## src/rtl/button_event_gen.sv

```systemverilog
// button_event_gen: turns a debounced button level into single-cycle
// press / release / long-press / auto-repeat step events.
module button_event_gen #(
    parameter int LONG_CYCLES   = 50_000_000,
    parameter int REPEAT_CYCLES = 10_000_000
) (
    input  logic clock,
    input  logic reset_n,
    input  logic p_in,
    input  logic enable,
    output logic press,
    output logic released,
    output logic long_press,
    output logic step,
    output logic held
);

    localparam int MAX_CYCLES = (LONG_CYCLES > REPEAT_CYCLES) ?
                                LONG_CYCLES : REPEAT_CYCLES;
    localparam int CW = $clog2(MAX_CYCLES);
    localparam logic [CW-1:0] LONG_LAST = CW'(LONG_CYCLES - 1);
    localparam logic [CW-1:0] REP_LAST  = CW'(REPEAT_CYCLES - 1);

    typedef enum logic [1:0] {
        IDLE    = 2'd0,
        PRESSED = 2'd1,
        HELD    = 2'd2
    } state_t;

    state_t        state;
    state_t        state_nxt;
    logic [CW-1:0] cnt;
    logic [CW-1:0] cnt_nxt;

    logic s1;
    logic s2;
    logic s3;
    logic rise;
    logic fall;

    logic press_nxt;
    logic released_nxt;
    logic long_nxt;
    logic step_nxt;
    logic held_nxt;

    // p_in is asynchronous; s3 only serves as the edge-detect history
    always_ff @(posedge clock or negedge reset_n) begin
        if (!reset_n) begin
            s1 <= 1'b0;
            s2 <= 1'b0;
            s3 <= 1'b0;
        end else begin
            s1 <= p_in;
            s2 <= s1;
            s3 <= s2;
        end
    end

    assign rise = s2 & ~s3;
    assign fall = ~s2 & s3;

    always_ff @(posedge clock or negedge reset_n) begin
        if (!reset_n) begin
            state <= IDLE;
            cnt   <= '0;
        end else begin
            state <= state_nxt;
            cnt   <= cnt_nxt;
        end
    end

    always_comb begin
        state_nxt = state;
        cnt_nxt   = '0;
        unique case (state)
            IDLE: begin
                if (rise) begin
                    state_nxt = PRESSED;
                end
            end
            PRESSED: begin
                if (fall) begin
                    state_nxt = IDLE;
                end else if (cnt == LONG_LAST) begin
                    state_nxt = HELD;
                end else begin
                    cnt_nxt = cnt + 1'b1;
                end
            end
            HELD: begin
                if (fall) begin
                    state_nxt = IDLE;
                end else if (cnt != REP_LAST) begin
                    cnt_nxt = cnt + 1'b1;
                end
            end
            default: begin
                state_nxt = IDLE;
            end
        endcase
    end

    // Release wins over a threshold match landing in the same cycle
    always_comb begin
        press_nxt    = 1'b0;
        released_nxt = 1'b0;
        long_nxt     = 1'b0;
        step_nxt     = 1'b0;
        unique case (state)
            IDLE: begin
                press_nxt = rise;
                step_nxt  = rise;
            end
            PRESSED: begin
                released_nxt = fall;
                long_nxt     = ~fall & (cnt == LONG_LAST);
                step_nxt     = ~fall & (cnt == LONG_LAST);
            end
            HELD: begin
                released_nxt = fall;
                step_nxt     = ~fall & (cnt == REP_LAST);
            end
            default: begin
                released_nxt = 1'b0;
            end
        endcase
        held_nxt = (state_nxt == HELD);
    end

    always_ff @(posedge clock or negedge reset_n) begin
        if (!reset_n) begin
            press      <= 1'b0;
            released   <= 1'b0;
            long_press <= 1'b0;
            step       <= 1'b0;
            held       <= 1'b0;
        end else begin
            press      <= press_nxt & enable;
            released   <= released_nxt & enable;
            long_press <= long_nxt & enable;
            step       <= step_nxt & enable;
            held       <= held_nxt;
        end
    end

endmodule

```

## config.mk

```make
export PLATFORM = sky130hd
export DESIGN_NAME = button_event_gen
export DESIGN_NICKNAME = d
export VERILOG_FILES = /design/src/rtl/button_event_gen.sv
export SDC_FILE = /design/constraint.sdc
export NUM_CORES = 1
export LEC_CHECK = 0
export CAP_MARGIN = 10
export CORE_MARGIN = 1
export CORE_UTILIZATION = 50
export DETAILED_ROUTE_END_ITERATION = 16
export HOLD_SLACK_MARGIN = 0.1
export PLACE_DENSITY = 0.8
export SLEW_MARGIN = 20
export SYNTH_ARGS = -nofsm -noshare
export SYNTH_HDL_FRONTEND = slang
export SYNTH_SLANG_ARGS = --single-unit
```

## constraint.sdc

```tcl
create_clock -name clock -period 3.15 [get_ports clock]
set_input_delay 0.315 -clock clock [delete_from_list [all_inputs] [get_ports clock]]
set_output_delay 0.315 -clock clock [all_outputs]
set_load 0.01 [all_outputs]
```

==> results of run 1 <==
==> kinds of logic after synthesis <==
family	after synthesis	share of synthesized area
fa+ha+maj	5	0.0311
compound gates	52	0.185
simple gates	84	0.257
flops	36	0.447
buf+inv	18	0.0360
xor+xnor	10	0.0435
==> sequential cells by signal (all words and copies together), names as in the netlist <==
register and flops:
s1 1, held 1, step 1, state 2, cnt 26, released 1, s3 1, s2 1
press 1, long_press 1
==> final cells by class <==
cell class	instances	area, um^2
tap	48	60.1
timing repair buffer	12	105
clock inverter	1	5.00
fill	325	1570
sequential	36	901
clock buffer	6	72.6
multi-input combinational	151	1040
inverter	6	22.5
==> synthesized netlist by cell type (all sizes together) (2+ instances only) <==
cell type | n | area share
a22oi | 12 | 0.045
o31a | 2 | 0.0087
nor2 | 5 | 0.0093
buf | 4 | 0.0099
o2bb2a | 2 | 0.0099
nand2b | 2 | 0.0062
and2 | 4 | 0.012
or4 | 14 | 0.054
clkbuf | 8 | 0.015
nand3 | 11 | 0.030
xor2 | 4 | 0.017
or3 | 3 | 0.0099
nand4 | 10 | 0.031
and4 | 2 | 0.0087
dfrtp | 36 | 0.45
xnor2 | 6 | 0.026
o31ai | 11 | 0.041
a21oi | 15 | 0.037
and3 | 6 | 0.019
ha | 5 | 0.031
nand2 | 11 | 0.021
o21ai | 3 | 0.011
nor4b | 2 | 0.0087
nor3 | 4 | 0.0099
or4b | 2 | 0.0099
or2 | 3 | 0.0093
nor4 | 3 | 0.0093
inv | 6 | 0.011
==> worst max-delay path: cells and delay by family, from the launching register on <==
kind / cells / cell delay (ns)
and+or+nand+nor: 2 / 1.04
AOI/OAI and AO/OA: 2 / 0.47
DFF: 1 / 0.52
buffers and inverters: 2 / 0.42
==> metrics by stage <==
stage                     area, um^2  power, mW  std cells
after floorplan                 2010      0.619        205
after global placement          2130      0.672        253
after detailed placement        2130      0.678        253
after CTS                       2210      0.983        260
after global routing            2210       1.02        260
final                           2210      0.969        260
==> metal layers <==
metal	global-route usage	routed length (um)	part of all wire	vias up
li1	-	-	-	803
met1	0.299	1900	0.46	823
met2	0.360	1970	0.48	38
met3	0.0469	176	0.043	6
met4	0.0652	55	0.013	0
met5	0	0	0	-
==> power by group through the flow <==
stage / combinational, mW / sequential, mW / clock, mW
after floorplan: 0.114 / 0.505 / 0
after global placement: 0.167 / 0.505 / 0
after detailed placement: 0.172 / 0.506 / 0
after CTS: 0.172 / 0.498 / 0.313
after global routing: 0.191 / 0.499 / 0.334
final: 0.170 / 0.498 / 0.302
==> worst paths after layout <==
kind	end	slack, ns	start
max	cnt[7]	0.57	cnt[16]
min	s2	0.12	reset_n
max reg2reg	cnt[7]	0.57	cnt[16]
min reg2reg	s2	0.35	s1
max in group asynchronous	cnt[11]	2.53	reset_n
min in group clock	s2	0.35	s1
==> metrics, run 1 <==
status=finished clean; drt initial violations=between 60 and 70; slew at the pin closest to its max-slew limit=0.805 ns; sequential-to-total area share from yosys stat=0.447; CP cell instances=or4b_1 > or4_1 > o21ai_2 > buf_4 > buf_4 > a21oi_1; CTS H-tree depth=2; worst skew pair latency=0.28 ns; max_slew headroom=0.463; TritonCTS Buffers=5; largest net degree at the start of global routing=37; Initial Util=0.534; slowest cell on the critical path=or4b_1; Setup Skew=0.00169 ns; Crit Path Category=reg -> reg; Seq pwr share=0.513; Post-CTS Resized=0; Pwr per Cell Area=roughly 440 nW/um^2; Async SR Flop Fraction=1.00; post-DR vias/cell=6.42; post-synthesis cell area=2010 um^2; hpwl dp=2840 um; CTS tree=yes; Top FF cell, synth=dfrtp_1; gr ovfl total=0; leakage power=~0.83 nW; CP arrival=2.74 ns; min-delay worst type=in -> async; vias after detailed routing=1,670; most common cell after layout, fill and taps aside=dfrtp_1; n_diodes=0; P_sw=274 uW; worst-path maximum fanout=14; smallest hold slack=0.117 ns; Worst EP required=roughly 3.3 ns; final period utilization=0.818; final setup fails=0; Port Buffer Count=8; Mean Syn Cell Area=~10 um^2; routed length per instance=15.8 um; Placer Congestion=roughly 0.82; CTS Root Cell=clkbuf_8; setup bufs post-CTS=0; final core occ=0.585; most used cell, CP=buf_4; Int Power=approximately 690 uW; layout cells sized above 1=0.0943; CTS Buffer Depth=2; first-pass detailed-route iteration total=4; initial antenna violation count=0; DRT Wirelength=~4000 um; Site Rows=22; Clock Sinks=36; Final Slew Violations=0; Clk pwr share=0.311; die area=4280 um^2; setup ws final=0.575 ns; vias in the first global route=approximately 1,600; die height=roughly 65 um; total track usage=0.223; RSZ-0062 raised after global routing=no; Startpoint Class=register; dpl ws=0.581 ns; Switching Fraction=0.283; Post-DRT Antenna Nets=0; Sum Neg Setup Slack=0 ns; crit-path max cell delay=0.53 ns; number of flops mapped to enable cells by yosys=0; Yosys reg bits=36; Yosys cell types=between 40 and 50; Die Wd=65.5 um; final hold violation count=0; CP Capture Type=register; Synth warnings=0; power share of the combinational group=0.175; R2R cell count=6; fmax=0.388 GHz; area grow syn2layout=9.57%; most frequent cells in the layout=dfrtp_1 (36), a21oi_1 (15), or4_1 (13); post-synthesis cell count=roughly 210; Reg clk slew, reported paths=0.07 ns; Post-CTS Hold Buffers=0; Max Cap Viol=0; # nets final=221; CORE AREA=3770 um^2; VDD IR max=0.173 mV; global-route wire length before repair=7250 um; syn nets=214; DRC viols=0; Ports=9; Period minus WS final=2.58 ns
(Power assumes the default switching activity.)
==> run 2, diff against run 1 <==
==> constraint.sdc (replaced) <==
create_clock -name clock -period 2.4 [get_ports clock]
set_input_delay 0.24 -clock clock [delete_from_list [all_inputs] [get_ports clock]]
set_output_delay 0.24 -clock clock [all_outputs]
set_load 0.01 [all_outputs]
==> run 2 against run 1 <==
Against the previous run: sequential share of layout area is 1.6 points lower; non-clock buffer count is 6 higher; sequential power is 31% higher; clock skew is 0.0023 ns higher; power is 37% higher; via count is 2.1% higher; die area stayed put; fmax is 9.8% higher; worst setup slack worse by 0.52 ns; hold slack better by 0.26 ns; highest routed layer unchanged; cell count is 2.7% higher.
==> metrics, run 2 (same netlist as run 1, synthesis figures left out) <==
global-route wire length before repair=7720 um; TritonCTS Buffers=5; Die Wd=65.5 um; Startpoint Class=register; hpwl dp=about 3000 um; drt initial violations=155; layout cells sized above 1=0.123; CTS tree=yes; first-pass detailed-route iteration total=4; Site Rows=22; final period utilization=0.978; crit path from=cnt[11]; largest net degree at the start of global routing=37; Final Slew Violations=0; Reg clk slew, reported paths=roughly 0.070 ns; CP Capture Type=register; Port Buffer Count=8; CTS Buffer Depth=2; worst-path maximum fanout=2; max_slew headroom=0.484; leakage power=approximately 0.87 nW; DRT Wirelength=4290 um; Pwr per Cell Area=579 nW/um^2; post-DR vias/cell=6.39; setup bufs post-CTS=0; total track usage=0.239; fmax=0.426 GHz; initial antenna violation count=0; routed length per instance=16.1 um; Most flops, register=cnt; CORE AREA=around 3800 um^2; Crit Path Category=reg -> reg; Initial Util=0.534; total power=1.33 mW; Setup Skew=0.00394 ns; Max Cap Viol=0; die area=4280 um^2; # nets final=between 200 and 250; CTS H-tree depth=2; final setup fails=0; Period minus WS final=~2.3 ns; CTS Root Cell=clkbuf_8; Sum Neg Setup Slack=0 ns; gr ovfl total=0; die height=65.5 um; most common cell after layout, fill and taps aside=dfrtp_1; max FFs per register=26; Clock Sinks=36; n_diodes=0; final hold violation count=0; worst flop-to-flop path startpoint=cnt[11]; status=finished clean; VDD IR max=0.387 mV; most frequent cells in the layout=dfrtp_1 (36), a21oi_1 (15), a22oi_1 (12); vias in the first global route=~1,700; Worst EP required=2.59 ns; vias after detailed routing=1,705; Ports=9; worst skew pair latency=between 0.2 and 0.3 ns; Placer Congestion=0.830; Hold Path Origin=s1; DRC viols=0; biggest regs=cnt (26), state (2); Post-DRT Antenna Nets=0; slew at the pin closest to its max-slew limit=around 0.77 ns; area grow syn2layout=14.2%; min-delay worst type=reg -> reg; CP arrival=roughly 2.5 ns
==> run 2: power by group <==
part / total [mW] / internal [mW] / leakage, nW / switching [mW]
combinational: 0.240 / 0.0881 / 0.335 / 0.152
clock: 0.438 / 0.234 / 0.0455 / 0.205
sequential: 0.653 / 0.631 / 0.493 / 0.0223
==> run 2: area by class of cell <==
cell class,instances,area [um^2]
fillers,325,1470
repair buffers,18,165
multi-input cells,151,1060
inverters,6,22.5
flip-flops and latches,36,901
well taps,48,60.1
clock buffers,8,90.1
==> run 2: final timing paths <==
| check | endpoint | slack, ns | depth (start not counted) |
|---|---|---|---|
| max | held | 0.05 | 4 |
| min | s2 | 0.38 | 0 |
| max reg2reg | held | 0.05 | 4 |
| min reg2reg | s2 | 0.38 | 0 |
| max in group asynchronous | cnt[8] | 1.35 | 2 |
| min in group asynchronous | released | 0.56 | 2 |
==> run 2: timing repair <==
action                     in CTS  in global routing
resized for setup               0                  3
setup endpoints to repair       0                  1
hold buffers                    1                  0
hold endpoints to repair       36                  0
==> run 2: routing by layer <==
metal  track usage  wire length [um]  vias up  part of all wire
met5             0                 0        -                 0
met4         0.106                72        0             0.017
met3        0.0573               185        9             0.043
met2         0.372              2020       40              0.47
met1         0.314              2020      836              0.47
li1              -                 -      820                 -
==> run 2: through the flow <==
step | hold WS [ns] | instances | setup slack (ns) | utilization | area (um^2)
final | 0.379 | 267 | 0.0538 | 0.609 | 2300
after global routing | 0.370 | 267 | -0.0158 | 0.609 | 2300
after CTS | 0.380 | 267 | 0.0609 | 0.604 | 2280
after detailed placement | 0.365 | 258 | 0.0777 | 0.578 | 2180
after global placement | 0.333 | 258 | 0.135 | 0.578 | 2180
after floorplan | -0.0556 | 205 | 0.147 | - | 2010
==> run 2: worst max-delay path: stages, from the launching register on <==
cell and delay [ns]:
dfrtp_1 0.38, or4b_1 0.56, or4_4 0.44, or4_4 0.57, a2111oi_4 0.30
==> run 3, diff against run 2 <==
--- a/config.mk
+++ b/config.mk
@@ -11,6 +11,7 @@
 export DETAILED_ROUTE_END_ITERATION = 16
 export HOLD_SLACK_MARGIN = 0.1
 export PLACE_DENSITY = 0.8
+export SETUP_SLACK_MARGIN = 0.05
 export SLEW_MARGIN = 20
 export SYNTH_ARGS = -nofsm -noshare
 export SYNTH_HDL_FRONTEND = slang
==> results of run 3 <==
Same layout as run 2 (identical final DEF). Status: finished clean.
